### src/rtl/cu_microsequencer.sv
// Next-state engine for the microprogrammed control unit: owns the microstore
// address register, the subroutine return stack, the memory-wait counter and sticky error flags.
module cu_microsequencer #(
    parameter int STATE_W     = 7,
    parameter int STACK_DEPTH = 4,
    parameter int RESET_STATE = 0,
    parameter int FETCH_STATE = 1,
    parameter int ERR_STATE   = 127,
    parameter int MOC_TIMEOUT = 15
) (
    input  logic                         clk,
    input  logic                         reset,
    input  logic                         stall,
    input  logic [2:0]                   next_sel,
    input  logic [STATE_W-1:0]           cr_addr,
    input  logic                         cond,
    input  logic                         cond_inv,
    input  logic [STATE_W-1:0]           decode_state,
    input  logic                         moc,
    input  logic                         clr_err,
    output logic [STATE_W-1:0]           state,
    output logic                         mem_wait,
    output logic [$clog2(STACK_DEPTH):0] sp,
    output logic                         err_ovf,
    output logic                         err_unf,
    output logic                         err_to
);

    localparam int SP_W  = $clog2(STACK_DEPTH) + 1;
    localparam int IDX_W = SP_W - 1;
    localparam int CNT_W = $clog2(MOC_TIMEOUT + 1);

    localparam logic [2:0] SEQ_INC    = 3'b000;
    localparam logic [2:0] SEQ_JUMP   = 3'b001;
    localparam logic [2:0] SEQ_DECODE = 3'b010;
    localparam logic [2:0] SEQ_CJMP   = 3'b011;
    localparam logic [2:0] SEQ_WAIT   = 3'b100;
    localparam logic [2:0] SEQ_RET    = 3'b101;
    localparam logic [2:0] SEQ_CALL   = 3'b110;
    localparam logic [2:0] SEQ_FETCH  = 3'b111;

    localparam logic [STATE_W-1:0] RESET_S = STATE_W'(RESET_STATE);
    localparam logic [STATE_W-1:0] FETCH_S = STATE_W'(FETCH_STATE);
    localparam logic [STATE_W-1:0] ERR_S   = STATE_W'(ERR_STATE);
    localparam logic [CNT_W-1:0]   CNT_LAST = CNT_W'(MOC_TIMEOUT - 1);
    localparam logic [SP_W-1:0]    SP_FULL  = SP_W'(STACK_DEPTH);

    logic [STATE_W-1:0] state_q, state_d;
    logic [SP_W-1:0]    sp_q, sp_d;
    logic [CNT_W-1:0]   cnt_q, cnt_d;
    logic               err_ovf_q, err_ovf_d;
    logic               err_unf_q, err_unf_d;
    logic               err_to_q, err_to_d;
    logic [STATE_W-1:0] stack_q [STACK_DEPTH];

    logic [STATE_W-1:0] inc_addr;
    logic [SP_W-1:0]    sp_dec;
    logic               take_branch;
    logic               push_en;
    logic               set_ovf, set_unf, set_to;

    assign inc_addr    = state_q + STATE_W'(1);
    assign sp_dec      = sp_q - SP_W'(1);
    assign take_branch = cond ^ cond_inv;

    always_comb begin
        state_d = state_q;
        sp_d    = sp_q;
        cnt_d   = cnt_q;
        push_en = 1'b0;
        set_ovf = 1'b0;
        set_unf = 1'b0;
        set_to  = 1'b0;

        if (!stall) begin
            if (next_sel != SEQ_WAIT) begin
                cnt_d = '0;
            end
            case (next_sel)
                SEQ_INC:    state_d = inc_addr;
                SEQ_JUMP:   state_d = cr_addr;
                SEQ_DECODE: state_d = decode_state;
                SEQ_CJMP:   state_d = take_branch ? cr_addr : inc_addr;
                SEQ_WAIT: begin
                    if (moc) begin
                        state_d = inc_addr;
                        cnt_d   = '0;
                    end else if (cnt_q < CNT_LAST) begin
                        cnt_d = cnt_q + CNT_W'(1);
                    end else begin
                        state_d = ERR_S;
                        set_to  = 1'b1;
                        cnt_d   = '0;
                    end
                end
                SEQ_RET: begin
                    if (sp_q != '0) begin
                        state_d = stack_q[sp_dec[IDX_W-1:0]];
                        sp_d    = sp_dec;
                    end else begin
                        state_d = ERR_S;
                        set_unf = 1'b1;
                    end
                end
                SEQ_CALL: begin
                    if (sp_q < SP_FULL) begin
                        push_en = 1'b1;
                        sp_d    = sp_q + SP_W'(1);
                        state_d = cr_addr;
                    end else begin
                        state_d = ERR_S;
                        set_ovf = 1'b1;
                    end
                end
                SEQ_FETCH:  state_d = FETCH_S;
                default:    state_d = inc_addr;
            endcase
        end

        // A new error in the same cycle as clr_err leaves the flag set.
        err_ovf_d = (err_ovf_q & ~clr_err) | set_ovf;
        err_unf_d = (err_unf_q & ~clr_err) | set_unf;
        err_to_d  = (err_to_q  & ~clr_err) | set_to;
    end

    always_ff @(posedge clk) begin
        if (reset) begin
            state_q   <= RESET_S;
            sp_q      <= '0;
            cnt_q     <= '0;
            err_ovf_q <= 1'b0;
            err_unf_q <= 1'b0;
            err_to_q  <= 1'b0;
        end else begin
            state_q   <= state_d;
            sp_q      <= sp_d;
            cnt_q     <= cnt_d;
            err_ovf_q <= err_ovf_d;
            err_unf_q <= err_unf_d;
            err_to_q  <= err_to_d;
        end
    end

    // Stack storage needs no reset: clearing sp makes every entry unreachable.
    always_ff @(posedge clk) begin
        if (!reset && push_en) begin
            stack_q[sp_q[IDX_W-1:0]] <= inc_addr;
        end
    end

    assign state    = state_q;
    assign sp       = sp_q;
    assign err_ovf  = err_ovf_q;
    assign err_unf  = err_unf_q;
    assign err_to   = err_to_q;
    assign mem_wait = (next_sel == SEQ_WAIT) && !moc && !reset;

endmodule

### config.mk
export PLATFORM = sky130hd
export DESIGN_NAME = cu_microsequencer
export DESIGN_NICKNAME = d
export VERILOG_FILES = /design/src/rtl/cu_microsequencer.sv
export SDC_FILE = /design/constraint.sdc
export NUM_CORES = 1
export LEC_CHECK = 0
export ABC_AREA = 1
export CORE_ASPECT_RATIO = 1.4
export CORE_UTILIZATION = 50
export CTS_CLUSTER_DIAMETER = 60
export CTS_CLUSTER_SIZE = 12
export DETAILED_ROUTE_END_ITERATION = 8
export GPL_ROUTABILITY_DRIVEN = 0
export GPL_TIMING_DRIVEN = 0
export PLACE_DENSITY_LB_ADDON = 0.08
export REMOVE_ABC_BUFFERS = 1
export SETUP_SLACK_MARGIN = 0.2
export SLEW_MARGIN = 20
export SYNTH_ARGS = -nofsm -noshare
export SYNTH_HDL_FRONTEND = slang
export SYNTH_SLANG_ARGS = --single-unit
### constraint.sdc
create_clock -name clk -period 2.61 [get_ports clk]
set_clock_uncertainty 0.15 [all_clocks]
set_input_delay 0.6525 -clock clk [delete_from_list [all_inputs] [get_ports clk]]
set_output_delay 0.6525 -clock clk [all_outputs]
set_load 0.02 [all_outputs]
==> results of run 1 <==
==> registers in the layout, indices dropped and copies added (netlist names) <==
| name | count |
|---|---|
| stack_q | 28 |
| err_to | 1 |
| err_ovf | 1 |
| state | 7 |
| sp | 3 |
| err_unf | 1 |
| cnt_q | 4 |
==> placed cells by master (no fill, tap or decap), types with 4 or more instances in the layout <==
cell	Yosys	layout
nand2_1	82	82
inv_1	40	38
xor2_1	6	6
or2_2	4	4
inv_2	3	4
o21ai_0	13	13
clkbuf_8	0	5
nand3_1	29	29
nand4_1	6	6
clkdlybuf4s50_1	0	31
nor2_2	1	5
edfxtp_1	28	28
ha_1	7	6
dfxtp_1	17	16
nor2_1	45	41
a21oi_1	9	9
==> area by class of cell <==
type | count | share of cell area, %
repair buffers | 39 | 12.2
flip-flops and latches | 45 | 38.9
multi-input cells | 224 | 37.8
well taps | 64 | 2.63
clock buffers | 5 | 2.26
clock inverters | 3 | 0.575
inverters | 44 | 5.59
==> routing by layer <==
metal / vias to the layer above / global-route usage (%) / wire length (µm)
li1: 1113 / - / -
met1: 940 / 26.2 / 2360
met2: 51 / 42.3 / 3060
met3: 7 / 3.16 / 161
met4: 0 / 10.4 / 93
met5: - / 0 / 0
==> path summary, 6_finish.rpt <==
kind              slack (ns)             to
setup / recovery        0.25  stack_q[3][0]
setup reg to reg        0.46       state[0]
hold reg to reg         0.32       cnt_q[3]
hold / removal          0.32       cnt_q[3]
==> Yosys cell counts (2+ instances only) <==
cell	instances
nor2_4	2
dfxtp_1	17
xnor2_1	2
nand3_2	2
nand2_1	82
buf_2	3
buf_4	2
or2_2	4
inv_2	3
nand4_1	6
nor2_1	45
a21oi_1	9
edfxtp_1	28
ha_1	7
nand3_1	29
o21ai_0	13
o211ai_1	3
xor2_1	6
inv_1	40
==> report_power, final <==
part	internal, mW	switching (mW)
Combinational	0.114	0.163
Sequential	0.777	0.0251
Clock	0.184	0.228
==> per-stage QoR <==
stage | instances | hold slack [ns] | TNS (ns) | area, µm²
floorplan | 313 | 0.288 | 0 | 2490
global placement | 414 | 0.301 | -11.51 | 2940
detailed placement | 414 | 0.302 | -11.80 | 2940
CTS | 423 | 0.319 | 0 | 3030
global route | 424 | 0.348 | 0 | 3050
finish | 424 | 0.317 | 0 | 3050
==> tightest hold or removal path: cells and delay by family (launching register included) <==
| family | cells | cell delay, ns |
|---|---|---|
| AOI/OAI and AO/OA | 1 | 0.05 |
| buffers and inverters | 1 | 0.07 |
| DFF | 1 | 0.31 |
==> logic make-up (layout without fill, tap and decap cells) <==
kind of cell | Yosys count | after routing
flip-flops | 45 | 45
AND/OR/NAND/NOR | 177 | 177
buffers and inverters | 51 | 91
adder cells (fa/ha/maj) | 7 | 7
XOR/XNOR | 8 | 8
AO/OA/AOI/OAI | 32 | 32
==> what timing repair did <==
| item | 4_1_cts | 5_1_grt |
|---|---|---|
| endpoints found under the setup margin | 39 | 31 |
| setup buffers | 1 | 1 |
| resized for setup | 14 | 13 |
| hold endpoints to repair | 0 | 0 |
| pin swaps | 1 | 2 |
| gates cloned | 0 | 0 |
==> impl_metrics.json, run 1 <==
{
  "async_reset_ff_share_pct": 0,
  "ir_worst_vdd_v": 0.000284,
  "antenna_found_initial": 0,
  "grt_pass1_vias": 2025,
  "cts_max_level": 2,
  "cp_data_required_time_ns": 2.41,
  "r2r-start": "sp[0]",
  "worst-path-buf-inv": 2,
  "cts_made_buffers": 5,
  "start_util_pct": 52.3,
  "period_needed_ns": 2.36,
  "synthAdderAreaFrac_pct": 3.46,
  "yosysTopAreaCellShare_pct": 33.2,
  "timing.fmax_mhz": 423,
  "synth_mux_area_share_pct": 0,
  "critical_path.max_stage_delay_ns": 0.48,
  "top_level_ports": 38,
  "path_depth": 4,
  "worstPathMaxFanout": 8,
  "grt_max_degree": 23,
  "start_kind": "primary input",
  "grtUsageTotal_pct": 22.9,
  "grt_first_pass_wirelength_um": 9470,
  "dp_hpwl_um": 4340,
  "io_buffer_count": 37,
  "synth_cell_types": 36,
  "synth_xor_area_share_pct": 2.77,
  "worstHoldPathType": "flip-flop to flip-flop",
  "power.density_nw_per_um2": 490,
  "layout-drive-gt1-share_pct": 11.1,
  "synth_compound_area_share_pct": 7.71,
  "drcViolationCount": 0,
  "holdCritStartpoint": "cnt_q[3]",
  "power.total_mw": 1.49,
  "max_slew_margin_pct": 70.9,
  "cts_tree": "built",
  "fin_ws_ns": 0.245,
  "core_um2": 4840,
  "seq_area_frac_synth_pct": 46.6,
  "ys_warn_count": 0,
  "synth_top_family_by_area": "simple AND/OR/NAND/NOR gates",
  "clkSinkCount": 45,
  "synth_top_cell_by_area": "edfxtp_1",
  "synth_edf_count": 28,
  "ys.flop_type": "edfxtp_1",
  "fillers": 410,
  "drt.antenna.violating_nets": 0,
  "clkLatencyLatePin_ns": 0.29,
  "synth_area_leaders": "edfxtp_1 (33%), dfxtp_1 (13%), nand2_1 (12%)",
  "final_util_pct": 62.9,
  "vias_per_cell": 4.98,
  "slew_violations": 0,
  "hold_violations": 0,
  "fp.dieW_um": 62.1,
  "num_vias": 2111,
  "crit_chain": "clkdlybuf4s50_1 -> inv_1 -> nand3_1 -> nor2_2",
  "seqCellArea_um2": 1180,
  "startpoint": "stall",
  "cpLargestDelayFamily": "buffers and inverters",
  "grt_remaining_overflow": 0,
  "die-area_um2": 5360,
  "cts_hold_buf": 0,
  "diodes": 0,
  "pre_cts_slack_ns": -0.611,
  "drtIter0Drc": 103,
  "endpoint_kind": "flip-flop",
  "clockRootBuffer": "clkbuf_8",
  "outcome": "completed",
  "setup_viol": 0,
  "post_drt_wl_per_cell_um": 13.4,
  "synth-seq-cells": 45,
  "clock_path_buffers": 2,
  "r2r_cells": 9,
  "p_leak_nw": 1.30,
  "rsz0062_at_grt": "yes",
  "cts.reportedPaths.clkPinSlew_ns": 0.08,
  "arrival_ns": 2.16,
  "drt_wl_total_um": 5680,
  "area_growth_pct": 20.3,
  "critPathKind": "primary input to flip-flop",
  "first_pass_iters": 4,
  "crit_slowest_cell": "clkdlybuf4s50_1",
  "rows": 30,
  "synthSimpleGateAreaFrac_pct": 31.0,
  "syn-cell-area_um2": 2530,
  "multi_input_area_um2": 1150,
  "netlist_instances": 320,
  "max-cap-violations": 0,
  "holdPathStages": 2,
  "synth.avg_cell_area_um2": 7.91,
  "tightest_slew_ns": 0.435,
  "nNetsFinal": 390,
  "fin_crit_sh_pct": 90.6,
  "die_y_um": 86.2
}
Note: power is estimated with default switching activity, not from simulation.
==> inputs of run 2 (changes only) <==
Settings changed: ABC_AREA 1 to not set, SLEW_MARGIN 20 to 30.
==> run 2 against run 1 <==
Sequential share of layout area is 1.5 points higher. Worst hold slack better by 0.044 ns. Core utilization is 1.9 points higher. Wire length is 6.8% lower. Worst setup slack better by 0.054 ns. Highest routed layer unchanged.
==> impl_metrics.json, run 2 <==
{
  "outcome": "completed",
  "largest_reg_flops": 28,
  "start_kind": "primary input",
  "worstPathMaxFanout": 4,
  "clkSinkCount": 45,
  "ys_warn_count": 0,
  "final_util_pct": 64.7,
  "drtIter0Drc": 62,
  "switchingPower_mw": 0.395,
  "slew_violations": 0,
  "synth-seq-cells": 45,
  "grt_use_met3_pct": 4.05,
  "min_to": "err_unf",
  "post_drt_wl_per_cell_um": 16.6,
  "ir_worst_vdd_v": 0.000340,
  "timing.fmax_mhz": 433,
  "core_um2": 4540,
  "combinationalPowerShare_pct": 16.3,
  "tightest_slew_ns": 0.587,
  "synth_top_cell_by_area": "edfxtp_1",
  "power.total_mw": 1.57,
  "yosysTopAreaCellShare_pct": 35.5,
  "gr-max-usage-layer": "met2",
  "start_util_pct": 52.2,
  "clock_path_buffers": 2,
  "clkLatencyLatePin_ns": 0.29,
  "hold_violations": 0,
  "p_sw_share_pct": 25.1,
  "clock_power_share_pct": 32.8,
  "cts.reportedPaths.clkPinSlew_ns": 0.08,
  "power.density_nw_per_um2": 536,
  "fp.dieW_um": 60.1,
  "async_reset_ff_share_pct": 0,
  "area_growth_pct": 24.1,
  "synth.most_common_cell": "edfxtp_1",
  "setup_tns_ns": 0,
  "synth_edf_count": 28,
  "use_met2_pct": 38.2,
  "worstHoldPathType": "flip-flop to flip-flop",
  "fillers": 387,
  "io_buffer_count": 37,
  "die_y_um": 83.4,
  "synth.avg_cell_area_um2": 10.8,
  "r2r_cells": 7,
  "arrival_ns": 1.51,
  "antenna_found_initial": 0,
  "clockRootBuffer": "clkbuf_8",
  "worstReg2RegEnd": "state[6]",
  "syn-cell-area_um2": 2370,
  "critPathKind": "primary input to output port",
  "layout_common_cells": "clkdlybuf4s50_1 (30), edfxtp_1 (28), nor2_1 (20)",
  "top_level_ports": 38,
  "cts_made_buffers": 5,
  "grt_pass1_vias": 1868,
  "nNetsFinal": 286,
  "pwr-share-seq_pct": 50.9,
  "drcViolationCount": 0,
  "holdCritStartpoint": "err_unf",
  "synth_cell_types": 45,
  "yosys-top-cells-count": "edfxtp_1 (28), nor2_1 (21), dfxtp_1 (17)",
  "diodes": 0,
  "synth_area_leaders": "edfxtp_1 (36%), dfxtp_1 (14%), mux4_2 (5.7%)",
  "grt_max_degree": 26,
  "fin_crit_sh_pct": 88.5,
  "endpoint_kind": "output port",
  "ys.flop_type": "edfxtp_1",
  "vias_per_cell": 5.76,
  "p_leak_nw": 1.04,
  "max-cap-violations": 0,
  "seq_area_frac_synth_pct": 49.9,
  "grt_first_pass_wirelength_um": 8980,
  "r2r-start": "sp[0]",
  "intPower_mw": 1.18,
  "grt_remaining_overflow": 0,
  "grtUsageTotal_pct": 23.9,
  "rows": 29,
  "netlist_instances": 220,
  "holdPathStages": 2,
  "drt.antenna.violating_nets": 0,
  "final_common_cell": "clkdlybuf4s50_1",
  "cts_tree": "built",
  "first_pass_iters": 4,
  "dp_hpwl_um": 3850,
  "rsz0062_at_grt": "yes",
  "drt_wl_total_um": 5290,
  "num_vias": 1832,
  "cts_max_level": 2,
  "layout-drive-gt1-share_pct": 12.9,
  "period_needed_ns": 2.31,
  "cp_data_required_time_ns": 1.81,
  "met1_usage_pct": 31.7,
  "setup_viol": 0,
  "die-area_um2": 5020,
  "max_slew_margin_pct": 60.9,
  "reg2reg_slack_ns": 0.32
}
## run 2: cell count changes in the layout (fill, tap and decap cells not counted), sizes merged, moves of 5 or more
cell,change
nand2,-72
inv,-35
nor2,-27
nand3,-26
mux4,+6
nor2b,+6
xnor2,+6
a221oi,+5
nor3,+5
or2,-5
## run 2: logic make-up (layout without fill, tap and decap cells)
| family | Yosys count | in the layout | synth area share [%] |
|---|---|---|---|
| AOI/OAI and AO/OA | 48 | 48 | 13.9 |
| xor gates and xnor gates | 11 | 11 | 4.07 |
| adders and majority gates | 7 | 7 | 3.70 |
| buffers and inverters | 21 | 57 | 3.54 |
| DFF | 45 | 45 | 49.9 |
| muxes | 10 | 10 | 7.40 |
| and+or+nand+nor | 78 | 78 | 17.5 |
## run 2: layout make-up
class                      instances  area [µm²]  area share [%]
clock buffer                       5        68.8            2.34
clock inverter                     3        41.3            1.41
inverter                           9        33.8            1.15
multi-input combinational        154        1150            39.3
sequential                        45        1190            40.4
tap                               62        77.6            2.64
timing repair buffer              40         374            12.7
## run 2: critical path, stage by stage
cell and delay (ns):
dlygate4sd2_1 0.30, nor2b_4 0.17, nand2_1 0.11, nor2_1 0.10
buf_2 0.18
## run 2: per-stage QoR
step                      std cells  worst slack (ns)  hold WS [ns]  instance area (µm²)
after floorplan                 208             0.142         0.314                 2320
after global placement          307             -1.21         0.332                 2760
after detailed placement        307             -1.17         0.350                 2770
after CTS                       318             0.131         0.370                 2940
after global routing            318             0.155         0.413                 2940
final                           318             0.300         0.362                 2940
## run 2: timing repair
action / 4_1_cts / 5_1_grt
endpoints found under the hold margin: 0 / 0
resized for setup: 33 / 5
cloned: 0 / 0
setup endpoints to repair: 46 / 10
hold buffers: 0 / 0
pin swaps: 1 / 0
buffers inserted: 3 / 0
## run 2: worst max-delay path by stage
stage / endpoint / depth (start not counted) / from / slack [ns]
finish: mem_wait / 5 / moc / 0.30
global route: state[6] / 7 / sp[0] / 0.16
detailed placement: mem_wait / 5 / next_sel[1] / -1.17
CTS: mem_wait / 5 / next_sel[0] / 0.13
floorplan: state[0] / 6 / sp[0] / 0.14
global placement: state[2] / 6 / next_sel[1] / -1.21
## run 2: power groups by stage
stage                     clock network, mW  registers [mW]  logic (mW)
after detailed placement                  0           0.816       0.245
final                                 0.516           0.800       0.257
after global routing                  0.547           0.804       0.280
after CTS                             0.519           0.800       0.252
after global placement                    0           0.816       0.244
after floorplan                           0           0.825       0.119
## run 2: metal layers
| layer | part of all wire, % | vias up |
|---|---|---|
| li1 | - | 893 |
| met1 | 44 | 886 |
| met2 | 51 | 45 |
| met3 | 3.5 | 8 |
| met4 | 1.4 | 0 |
| met5 | 0 | - |
